===== src/rtl/pc_fetch_unit.sv =====
// Instruction-fetch stage: owns the PC, runs one word fetch at a time against instruction memory,
// hands instruction + PC+4 to decode, and redirects on a taken branch while squashing wrong-path data.
module pc_fetch_unit #(
    parameter logic [31:0] RESET_PC = 32'h0000_0000
) (
    input  logic        clk,
    input  logic        rst,
    input  logic        br_valid,
    input  logic        br_n,
    input  logic [31:0] br_pc4,
    input  logic [31:0] br_offset,
    output logic        imem_req,
    output logic [31:0] imem_addr,
    input  logic        imem_gnt,
    input  logic        imem_rvalid,
    input  logic [31:0] imem_rdata,
    output logic        if_valid,
    output logic [31:0] if_instr,
    output logic [31:0] if_pc4,
    input  logic        id_ready
);

    localparam int unsigned XLEN = 32;

    localparam logic [1:0] S_REQ  = 2'd0;
    localparam logic [1:0] S_WAIT = 2'd1;
    localparam logic [1:0] S_HOLD = 2'd2;

    logic [1:0]      state, state_d;
    logic [XLEN-1:0] pc, pc_d;
    logic            drop, drop_d;
    logic            if_valid_d;
    logic [XLEN-1:0] if_instr_d, if_pc4_d;
    logic            redirect;
    logic [XLEN-1:0] target;

    // br_n is active-low: 0 means the branch is taken
    assign redirect = br_valid & ~br_n;
    assign target   = br_pc4 + {br_offset[XLEN-3:0], 2'b00};

    // Request is only a function of state, but must be masked while reset is asserted
    assign imem_req  = ~rst & (state == S_REQ);
    assign imem_addr = pc;

    // Next-state and datapath updates
    always_comb begin
        state_d    = state;
        pc_d       = pc;
        drop_d     = drop;
        if_valid_d = if_valid;
        if_instr_d = if_instr;
        if_pc4_d   = if_pc4;

        case (state)
            S_REQ: begin
                if (imem_gnt) begin
                    state_d = S_WAIT;
                    pc_d    = redirect ? target : pc + XLEN'(4);
                    drop_d  = redirect;
                end else if (redirect) begin
                    pc_d = target;
                end
            end
            S_WAIT: begin
                if (redirect) begin
                    pc_d = target;
                    if (imem_rvalid) begin
                        state_d = S_REQ;
                        drop_d  = 1'b0;
                    end else begin
                        drop_d = 1'b1;
                    end
                end else if (imem_rvalid) begin
                    if (drop) begin
                        drop_d  = 1'b0;
                        state_d = S_REQ;
                    end else begin
                        if_instr_d = imem_rdata;
                        if_pc4_d   = pc;
                        if_valid_d = 1'b1;
                        state_d    = S_HOLD;
                    end
                end
            end
            S_HOLD: begin
                // A taken branch wins over decode accepting the held instruction
                if (redirect) begin
                    pc_d       = target;
                    if_valid_d = 1'b0;
                    state_d    = S_REQ;
                end else if (id_ready) begin
                    if_valid_d = 1'b0;
                    state_d    = S_REQ;
                end
            end
            default: begin
                state_d    = S_REQ;
                drop_d     = 1'b0;
                if_valid_d = 1'b0;
            end
        endcase
    end

    // State register with synchronous reset
    always_ff @(posedge clk) begin
        if (rst) begin
            state    <= S_REQ;
            pc       <= RESET_PC;
            drop     <= 1'b0;
            if_valid <= 1'b0;
            if_instr <= '0;
            if_pc4   <= '0;
        end else begin
            state    <= state_d;
            pc       <= pc_d;
            drop     <= drop_d;
            if_valid <= if_valid_d;
            if_instr <= if_instr_d;
            if_pc4   <= if_pc4_d;
        end
    end

endmodule


===== config.mk =====
export PLATFORM = sky130hd
export DESIGN_NAME = pc_fetch_unit
export DESIGN_NICKNAME = d
export VERILOG_FILES = /design/src/rtl/pc_fetch_unit.sv
export SDC_FILE = /design/constraint.sdc
export NUM_CORES = 1
export LEC_CHECK = 0
export BUFFER_PORTS_ARGS = -buffer_cell sky130_fd_sc_hd__clkbuf_2
export CAP_MARGIN = 40
export CELL_PAD_IN_SITES_DETAIL_PLACEMENT = 0
export CELL_PAD_IN_SITES_GLOBAL_PLACEMENT = 1
export CORE_ASPECT_RATIO = 1.5
export CORE_MARGIN = 4
export CORE_UTILIZATION = 29
export DETAILED_ROUTE_END_ITERATION = 12
export PLACE_DENSITY = 0.75
export SKIP_CTS_REPAIR_TIMING = 1
export SYNTH_ARGS = -nofsm -noshare
export SYNTH_HDL_FRONTEND = slang
export SYNTH_SLANG_ARGS = --single-unit

===== constraint.sdc =====
create_clock -name clk -period 2.51 [get_ports clk]
set_input_delay 0 -clock clk [delete_from_list [all_inputs] [get_ports clk]]
set_output_delay 0 -clock clk [all_outputs]
set_load 0.03 [all_outputs]

==> results of run 1 <==
==> per-layer routing <==
| layer | routed length (um) | vias up | part of all wire [%] |
|---|---|---|---|
| met4 | 475 | 0 | 2.3 |
| met1 | 8640 | 2994 | 42 |
| met3 | 1060 | 20 | 5.2 |
| li1 | - | 3342 | - |
| met2 | 10200 | 195 | 50 |
| met5 | 0 | - | 0 |
==> flip-flops by register name (all words and copies together) (netlist names) <==
signal and count:
drop 1, if_instr 32, if_pc4 32, if_valid 1, imem_addr 32, state 2
==> final timing paths <==
| kind | from | to | depth (start not counted) |
|---|---|---|---|
| worst max-delay path | state[1]$_SDFFE_PP0P_ | imem_addr[24]$_SDFFE_PP0P_ | 10 |
| worst max register to register | state[1]$_SDFFE_PP0P_ | imem_addr[24]$_SDFFE_PP0P_ | 10 |
| worst min-delay path | rst | imem_addr[30]$_SDFFE_PP0P_ | 4 |
| worst min register to register | if_instr[23]$_SDFFE_PP0P_ | if_instr[23]$_SDFFE_PP0P_ | 2 |
==> power by group <==
group | internal [mW] | total [mW] | switching [mW]
sequential | 1.66 | 1.72 | 0.0640
combinational | 0.461 | 1.15 | 0.686
clock | 0.880 | 1.53 | 0.646
total | 3.00 | 4.40 | 1.40
==> cells by family after synthesis <==
kind of cell / after synthesis
AOI/OAI and AO/OA: 254
xor gates and xnor gates: 17
adders and majority gates: 35
buffers and inverters: 69
DFF: 100
muxes: 5
and+or+nand+nor: 313
==> cell usage after synthesis, drive strengths merged, types with 12 or more instances <==
library cell,count,area share (%)
nor3,23,2.0
ha,34,7.2
o21ai,27,2.3
buf,16,1.7
a21o,12,1.5
a211oi,15,2.0
nor2,48,3.0
a21oi,133,11
nand2,162,10
inv,18,1.1
dfxtp,100,34
nand3,25,2.3
clkbuf,35,2.2
nand4,16,2.2
==> cell type report <==
cell class / instances / area share [%]
Clock buffer: 9 / 2.75
Inverter: 18 / 0.825
Tap cell: 260 / 3.97
Multi-Input combinational cell: 624 / 45.0
Timing Repair Buffer: 288 / 21.8
Clock inverter: 7 / 1.19
Sequential cell: 100 / 24.5
==> worst max-delay path: stages, from the launching register on <==
cell,delay (ns)
dfxtp_1,0.36
inv_1,0.08
ha_1,0.28
nand4b_1,0.20
or2_2,0.36
nor3_2,0.26
buf_4,0.18
a21oi_1,0.06
o21ai_0,0.16
a21oi_1,0.11
a21o_1,0.17
==> stage by stage <==
stage,setup WS [ns],total power [mW]
floorplan,0.186,2.46
detailed placement,-0.0245,2.87
global placement,-0.00828,2.86
CTS,-0.0501,4.41
global route,0.0116,4.61
finish,0.200,4.40
==> impl_metrics.env, run 1 <==
export IMPL_slew_headroom_pct=57.2
export IMPL_synth_seq_area_share_pct=33.6
export IMPL_place_gp_congestion=0.785
export IMPL_cap_violations=0
export IMPL_p_leak_nw=3.57
export IMPL_hold_violations=1
export IMPL_hold_worst_slack_ns=-0.00158
export IMPL_clock_path_buffers=2
export IMPL_critPathKind="reg -> reg"
export IMPL_drtIter0Drc=335
export IMPL_failed_checks="hold timing"
export IMPL_setup_viol=0
export IMPL_powerDensity_nw_per_um2=537
export IMPL_wl_um=20400
export IMPL_globalRouteMet2Util_pct=30.4
export IMPL_dp_cells=1256
export IMPL_wl_per_cell_um=15.6
export IMPL_cts_root_buf="clkbuf_16"
export IMPL_ios=201
export IMPL_place_area_sq_um=7500
export IMPL_grt_overflow=0
export IMPL_postSynthAreaPerCell_sq_um=7.50
export IMPL_crit_path_start_kind="register"
export IMPL_grtUsageTotal_pct=16.8
export IMPL_synth_xor_area_share_pct=2.50
export IMPL_min_period_ns=2.31
export IMPL_synth_flop_cell="dfxtp_1"
export IMPL_r2r_setup_slack_ns=0.20
export IMPL_synthToLayoutAreaGrowth_pct=37.6
export IMPL_critPathRequiredTime_ns=2.75
export IMPL_yosys_area_share_adder_pct=7.49
export IMPL_use_met1_pct=20.3
export IMPL_async_flop_share_pct=0
export IMPL_clock_latency_ns=0.34
export IMPL_period_share_pct=92.0
export IMPL_final_nets=1179
export IMPL_fin_cells=1306
export IMPL_hold_path_class="in -> reg"
export IMPL_drc=0
export IMPL_synth_edf_count=0
export IMPL_grtUsageMet3_pct=2.56
export IMPL_ant_nets=0
export IMPL_final_util_pct=41.0
export IMPL_most_common_layout_cells="clkbuf_2 (197), nand2_1 (162), a21oi_1 (133)"
export IMPL_status="finished, violations left"
export IMPL_synth_warnings=0
export IMPL_synth_mux_area_share_pct=0.904
export IMPL_dpl_hpwl_um=15700
export IMPL_grt_pass1_vias=6306
export IMPL_antenna_found_initial=0
export IMPL_io_buffer_count=198
export IMPL_multi_input_area_sq_um=3680
export IMPL_initial_core_util_pct=29.8
export IMPL_regArea_sq_um=2000
export IMPL_setup_tns_final_ns=0
export IMPL_path_max_fanout=5
export IMPL_htree_num_levels=3
export IMPL_final_common_cell="clkbuf_2"
export IMPL_fin_area_sq_um=8190
export IMPL_drive_gt1_share_pct=27.7
export IMPL_ir_drop_uv=356
export IMPL_fmax_mhz=433
export IMPL_ys_types=65
export IMPL_clk_pin_slew_worst_paths_ns=0.08
export IMPL_skew_ns=0.00966
export IMPL_synth_top_family_by_area="compound AO/OA/AOI/OAI gates"
export IMPL_vias_per_cell=5.02
export IMPL_top_usage_layer="met2"
export IMPL_synth_compound_area_share_pct=26.1
export IMPL_cts_tree="built"
export IMPL_n_antenna_cell=0
export IMPL_cts_sinks=100
export IMPL_drv_slew=0
export IMPL_synthSimpleGateAreaFrac_pct=24.4
export IMPL_grt_pass1_wl_um=32100
export IMPL_core_sq_um=19900
export IMPL_worstPathArrival_ns=2.55
export IMPL_vias=6551
export IMPL_die_w_um=125
export IMPL_critPathCaptureType="register"
export IMPL_grt_max_degree=78
export IMPL_drt_pass1_iterations=5
export IMPL_synth_nets=931
export IMPL_synth_area_sq_um=5950
export IMPL_dieArea_sq_um=22900
export IMPL_rows=63
export IMPL_num_fill_cells=2075
export IMPL_tightest_slew_ns=0.640
export IMPL_cts_buffers=9
export IMPL_rsz0062_at_grt="false"
export IMPL_die_h_um=183
export IMPL_synth_cells=793
export IMPL_synth_seq_cells=100
No activity file was read; power rests on OpenSTA's default activity.
==> inputs of run 2 (changes only) <==
--- a/config.mk
+++ b/config.mk
@@ -11,9 +11,9 @@
 export CELL_PAD_IN_SITES_GLOBAL_PLACEMENT = 1
 export CORE_ASPECT_RATIO = 1.5
 export CORE_MARGIN = 4
-export CORE_UTILIZATION = 29
+export CORE_UTILIZATION = 33
 export DETAILED_ROUTE_END_ITERATION = 12
-export PLACE_DENSITY = 0.75
+export PLACE_DENSITY = 0.83
 export SKIP_CTS_REPAIR_TIMING = 1
 export SYNTH_ARGS = -nofsm -noshare
 export SYNTH_HDL_FRONTEND = slang
==> impl_metrics.env, run 2 (synthesis results as in run 1) <==
export IMPL_ant_nets=0
export IMPL_grt_max_degree=80
export IMPL_p_seq_share_pct=40.8
export IMPL_die_w_um=118
export IMPL_p_sw_mw=1.33
export IMPL_setup_slack_ns=0.188
export IMPL_p_leak_nw=3.50
export IMPL_die_h_um=172
export IMPL_grt_pass1_vias=6056
export IMPL_final_nets=1170
export IMPL_drt_pass1_iterations=5
export IMPL_grt_overflow=0
export IMPL_worstPathArrival_ns=2.59
export IMPL_setup_tns_final_ns=0
export IMPL_rows=59
export IMPL_core_sq_um=17600
export IMPL_fmax_mhz=431
export IMPL_synthToLayoutAreaGrowth_pct=34.8
export IMPL_final_common_cell="clkbuf_2"
export IMPL_ir_drop_uv=285
export IMPL_tightest_slew_ns=0.884
export IMPL_internal_power_mw=2.91
export IMPL_clock_latency_ns=0.34
export IMPL_initial_core_util_pct=33.9
export IMPL_clock_path_buffers=2
export IMPL_crit_top_cell="a21oi_1"
export IMPL_cts_sinks=100
export IMPL_skew_ns=0.0120
export IMPL_dpl_hpwl_um=14800
export IMPL_critPathKind="reg -> reg"
export IMPL_hold_violations=0
export IMPL_slew_headroom_pct=41.0
export IMPL_grt_pass1_wl_um=30800
export IMPL_cts_buffers=9
export IMPL_cpMaxStageDelayCell="dfxtp_1"
export IMPL_powerDensity_nw_per_um2=529
export IMPL_dieArea_sq_um=20300
export IMPL_status="finished clean"
export IMPL_dp_cells=1200
export IMPL_min_period_ns=2.32
export IMPL_fin_cells=1250
export IMPL_crit_path_start_kind="register"
export IMPL_io_buffer_count=198
export IMPL_rsz0062_at_grt="false"
export IMPL_critPathRequiredTime_ns=2.78
export IMPL_cap_violations=0
export IMPL_vias=6463
export IMPL_swShare_pct=31.4
export IMPL_num_fill_cells=1841
export IMPL_cp_num_buf_inv=2
export IMPL_critPathCaptureType="register"
export IMPL_cpPeakStageDelay_ns=0.35
export IMPL_cts_root_buf="clkbuf_16"
export IMPL_hold_path_class="in -> reg"
export IMPL_clkPwrFrac_pct=32.8
export IMPL_n_antenna_cell=0
export IMPL_vias_per_cell=5.17
export IMPL_drive_gt1_share_pct=27.0
export IMPL_dp_slack_ns=0.00826
export IMPL_wl_per_cell_um=15.8
export IMPL_htree_num_levels=3
export IMPL_drv_slew=0
export IMPL_ios=201
export IMPL_path_max_fanout=3
export IMPL_most_common_layout_cells="clkbuf_2 (197), nand2_1 (162), a21oi_1 (133)"
export IMPL_setup_viol=0
export IMPL_r2r_cells=10
export IMPL_crit_family="simple AND/OR/NAND/NOR gates"
export IMPL_wl_um=19700
export IMPL_clk_pin_slew_worst_paths_ns=0.06
export IMPL_grtUsageTotal_pct=18.4
export IMPL_path_depth=10
export IMPL_power_mw=4.24
export IMPL_period_share_pct=92.5
export IMPL_place_gp_congestion=0.810
export IMPL_p_comb_share_pct=26.4
export IMPL_antenna_found_initial=0
export IMPL_drtIter0Drc=441
export IMPL_cts_tree="built"
export IMPL_drc=0
export IMPL_cp_cell_sequence="inv_1 > ha_1 > nand4b_1 > or2_2 > nor4_2 > buf_4 > nand4_1 > a21oi_1 > o221ai_1 > a21oi_1"
export IMPL_min_path_cells=5
==> run 2: cell count changes in the layout (fill, tap and decap cells not counted), sizes merged <==
cell | previous run | this run
buf | 57 | 48
clkbuf | 206 | 209
clkinv | 1 | 3
clkinvlp | 2 | 0
inv | 20 | 18
bufinv | 2 | 1
==> run 2: worst paths after layout <==
kind	slack (ns)	startpoint	to
setup / recovery	0.19	state[1]$_SDFFE_PP0P_	imem_addr[30]$_SDFFE_PP0P_
hold / removal	0.03	id_ready	state[1]$_SDFFE_PP0P_
setup reg to reg	0.19	state[1]$_SDFFE_PP0P_	imem_addr[30]$_SDFFE_PP0P_
hold reg to reg	0.45	if_instr[24]$_SDFFE_PP0P_	if_instr[24]$_SDFFE_PP0P_
==> run 2: routing by layer <==
| layer | global-route usage, % | vias to the layer above | wire length, um |
|---|---|---|---|
| li1 | - | 3319 | - |
| met1 | 23.0 | 2922 | 8610 |
| met2 | 32.5 | 196 | 9810 |
| met3 | 2.72 | 26 | 944 |
| met4 | 6.12 | 0 | 353 |
| met5 | 0 | - | 0 |
==> run 2: power by group through the flow <==
stage	clock [mW]	combinational, mW	sequential (mW)
after floorplan	0	0.560	1.90
after global placement	0	1.07	1.76
after detailed placement	0	1.07	1.76
after CTS	1.44	1.08	1.73
after global routing	1.50	1.23	1.74
final	1.39	1.12	1.73
==> run 2: metrics by stage <==
stage | hold slack [ns] | util, % | cell area (sq um)
floorplan | 0.136 | - | 5950
global placement | 0.223 | 41.9 | 7370
detailed placement | 0.229 | 41.9 | 7370
CTS | -0.136 | 43.6 | 7660
global route | 0.0367 | 45.6 | 8020
finish | 0.0278 | 45.6 | 8020
==> run 2: final cells by class <==
class	instances	area, sq um	share of cell area [%]
Multi-Input combinational cell	624	3670	45.8
Sequential cell	100	2000	25.0
Timing Repair Buffer	279	1710	21.3
Tap cell	213	267	3.32
Clock buffer	12	246	3.07
Inverter	18	67.6	0.843
Clock inverter	4	48.8	0.609
==> run 2: worst register-to-register path: cells and delay by family (launching register included) <==
kind | cells | cell delay, ns
and+or+nand+nor | 4 | 0.95
DFF | 1 | 0.35
buffers and inverters | 2 | 0.26
adders and majority gates | 1 | 0.29
AOI/OAI and AO/OA | 3 | 0.41
==> inputs of run 3 (changes only) <==
--- a/config.mk
+++ b/config.mk
@@ -12,6 +12,7 @@
 export CORE_ASPECT_RATIO = 1.5
 export CORE_MARGIN = 4
 export CORE_UTILIZATION = 33
+export CTS_BUF_LIST = sky130_fd_sc_hd__clkbuf_2
 export DETAILED_ROUTE_END_ITERATION = 12
 export PLACE_DENSITY = 0.83
 export SKIP_CTS_REPAIR_TIMING = 1
==> impl_metrics.env, run 3 (synthesis results as in run 1) <==
export IMPL_slew_headroom_pct=41.1
export IMPL_path_max_fanout=26
export IMPL_skew_ns=0.0319
export IMPL_hold_violations=1
export IMPL_ant_nets=0
export IMPL_period_share_pct=93.2
export IMPL_dpl_hpwl_um=14800
export IMPL_cts_root_buf="clkbuf_2"
export IMPL_clk_pin_slew_worst_paths_ns=0.26
export IMPL_cts_tree="built"
export IMPL_die_h_um=172
export IMPL_num_fill_cells=1832
export IMPL_synthToLayoutAreaGrowth_pct=38.7
export IMPL_grt_pass1_vias=6034
export IMPL_setup_tns_final_ns=0
export IMPL_ios=201
export IMPL_cts_sinks=100
export IMPL_fin_cells=1293
export IMPL_setup_viol=0
export IMPL_p_leak_nw=3.62
export IMPL_multi_input_area_sq_um=3670
export IMPL_clock_path_buffers=2
export IMPL_cap_violations=0
export IMPL_cts_buffers=9
export IMPL_grt_max_degree=80
export IMPL_drc=0
export IMPL_drv_slew=0
export IMPL_worstPathArrival_ns=2.86
export IMPL_die_w_um=118
export IMPL_drt_pass1_iterations=7
export IMPL_critPathKind="reg -> reg"
export IMPL_dp_slack_ns=0.00826
export IMPL_critPathCaptureType="register"
export IMPL_grt_pass1_wl_um=30800
export IMPL_vias=6659
export IMPL_antenna_found_initial=1
export IMPL_place_gp_congestion=0.810
export IMPL_rows=59
export IMPL_regArea_sq_um=2000
export IMPL_grt_overflow=0
export IMPL_powerDensity_nw_per_um2=448
export IMPL_core_sq_um=17600
export IMPL_critPathRequiredTime_ns=3.03
export IMPL_wl_um=20100
export IMPL_htree_num_levels=3
export IMPL_drtIter0Drc=402
export IMPL_fmax_mhz=427
export IMPL_final_nets=1212
export IMPL_hold_path_class="in -> reg"
export IMPL_io_buffer_count=198
export IMPL_status="finished, violations left"
export IMPL_hold_worst_slack_ns=-0.0135
export IMPL_drive_gt1_share_pct=26.2
export IMPL_dp_cells=1200
export IMPL_final_common_cell="clkbuf_2"
export IMPL_tightest_slew_ns=0.884
export IMPL_min_period_ns=2.34
export IMPL_vias_per_cell=5.15
export IMPL_crit_path_start_kind="register"
export IMPL_ir_drop_uv=136
export IMPL_most_common_layout_cells="clkbuf_2 (208), nand2_1 (162), a21oi_1 (133)"
export IMPL_wl_per_cell_um=15.6
export IMPL_clock_latency_ns=0.56
export IMPL_failed_checks="hold timing"
export IMPL_initial_core_util_pct=33.9
export IMPL_grtUsageTotal_pct=18.4
export IMPL_setup_slack_ns=0.170
export IMPL_dieArea_sq_um=20300
[run 3: cell types whose count changed in the layout (fill, tap and decap cells not counted)]
cell           change
clkbuf_16          -9
dlygate4sd3_1     +41
diode_2            +1
buf_4              +1
clkinv_1           +1
clkbuf_2          +11
clkbuf_1           -2
dfxtp_1            -1
dfxtp_2            +1
o311ai_1           -1
o311ai_0           +1
clkbuf_8           -1
[run 3: critical path, cell delays in order (launching register included)]
cell and delay (ns):
dfxtp_2 0.38, buf_4 0.11, ha_1 0.21, and3_2 0.54
buf_4 0.30, nand2_1 0.07, a21oi_1 0.12, dlygate4sd3_1 0.57
[run 3: final timing paths]
path	start	end	slack [ns]	cells after the start
setup / recovery	state[0]$_SDFFE_PP0P_	if_instr[25]$_SDFFE_PP0P_	0.17	7
setup reg to reg	state[0]$_SDFFE_PP0P_	if_instr[25]$_SDFFE_PP0P_	0.17	7
hold / removal	br_offset[0]	imem_addr[2]$_SDFFE_PP0P_	-0.01	6
hold reg to reg	if_instr[24]$_SDFFE_PP0P_	if_instr[24]$_SDFFE_PP0P_	0.47	2
[run 3: metal layers]
metal  track usage (%)  share of wire (%)
met1              23.1                 44
met2              32.6                 51
met3              2.81                4.2
met4              5.82                1.5
met5                 0                  0
[run 3: stage by stage]
step | cell area [sq um] | utilization (%) | power, mW
3_3_place_gp | 7370 | 41.9 | 2.83
4_1_cts | 7470 | 42.5 | 3.62
5_1_grt | 8250 | 47.0 | 3.93
6_report | 8250 | 47.0 | 3.69
2_1_floorplan | 5950 | - | 2.46
3_5_place_dp | 7370 | 41.9 | 2.84
[run 3: layout make-up]
class,instances,share of cell area [%]
antenna,1,0.0303
clock buffer,11,0.667
clock inverter,5,0.637
inverter,18,0.819
multi-input combinational,624,44.5
sequential,100,24.3
tap,213,3.23
timing repair buffer,321,25.8
[run 3: power breakdown]
group	switching, mW	leakage [nW]	internal (mW)
logic	0.687	2.74	0.503
registers	0.0660	0.814	1.67
clock network	0.538	0.0733	0.234
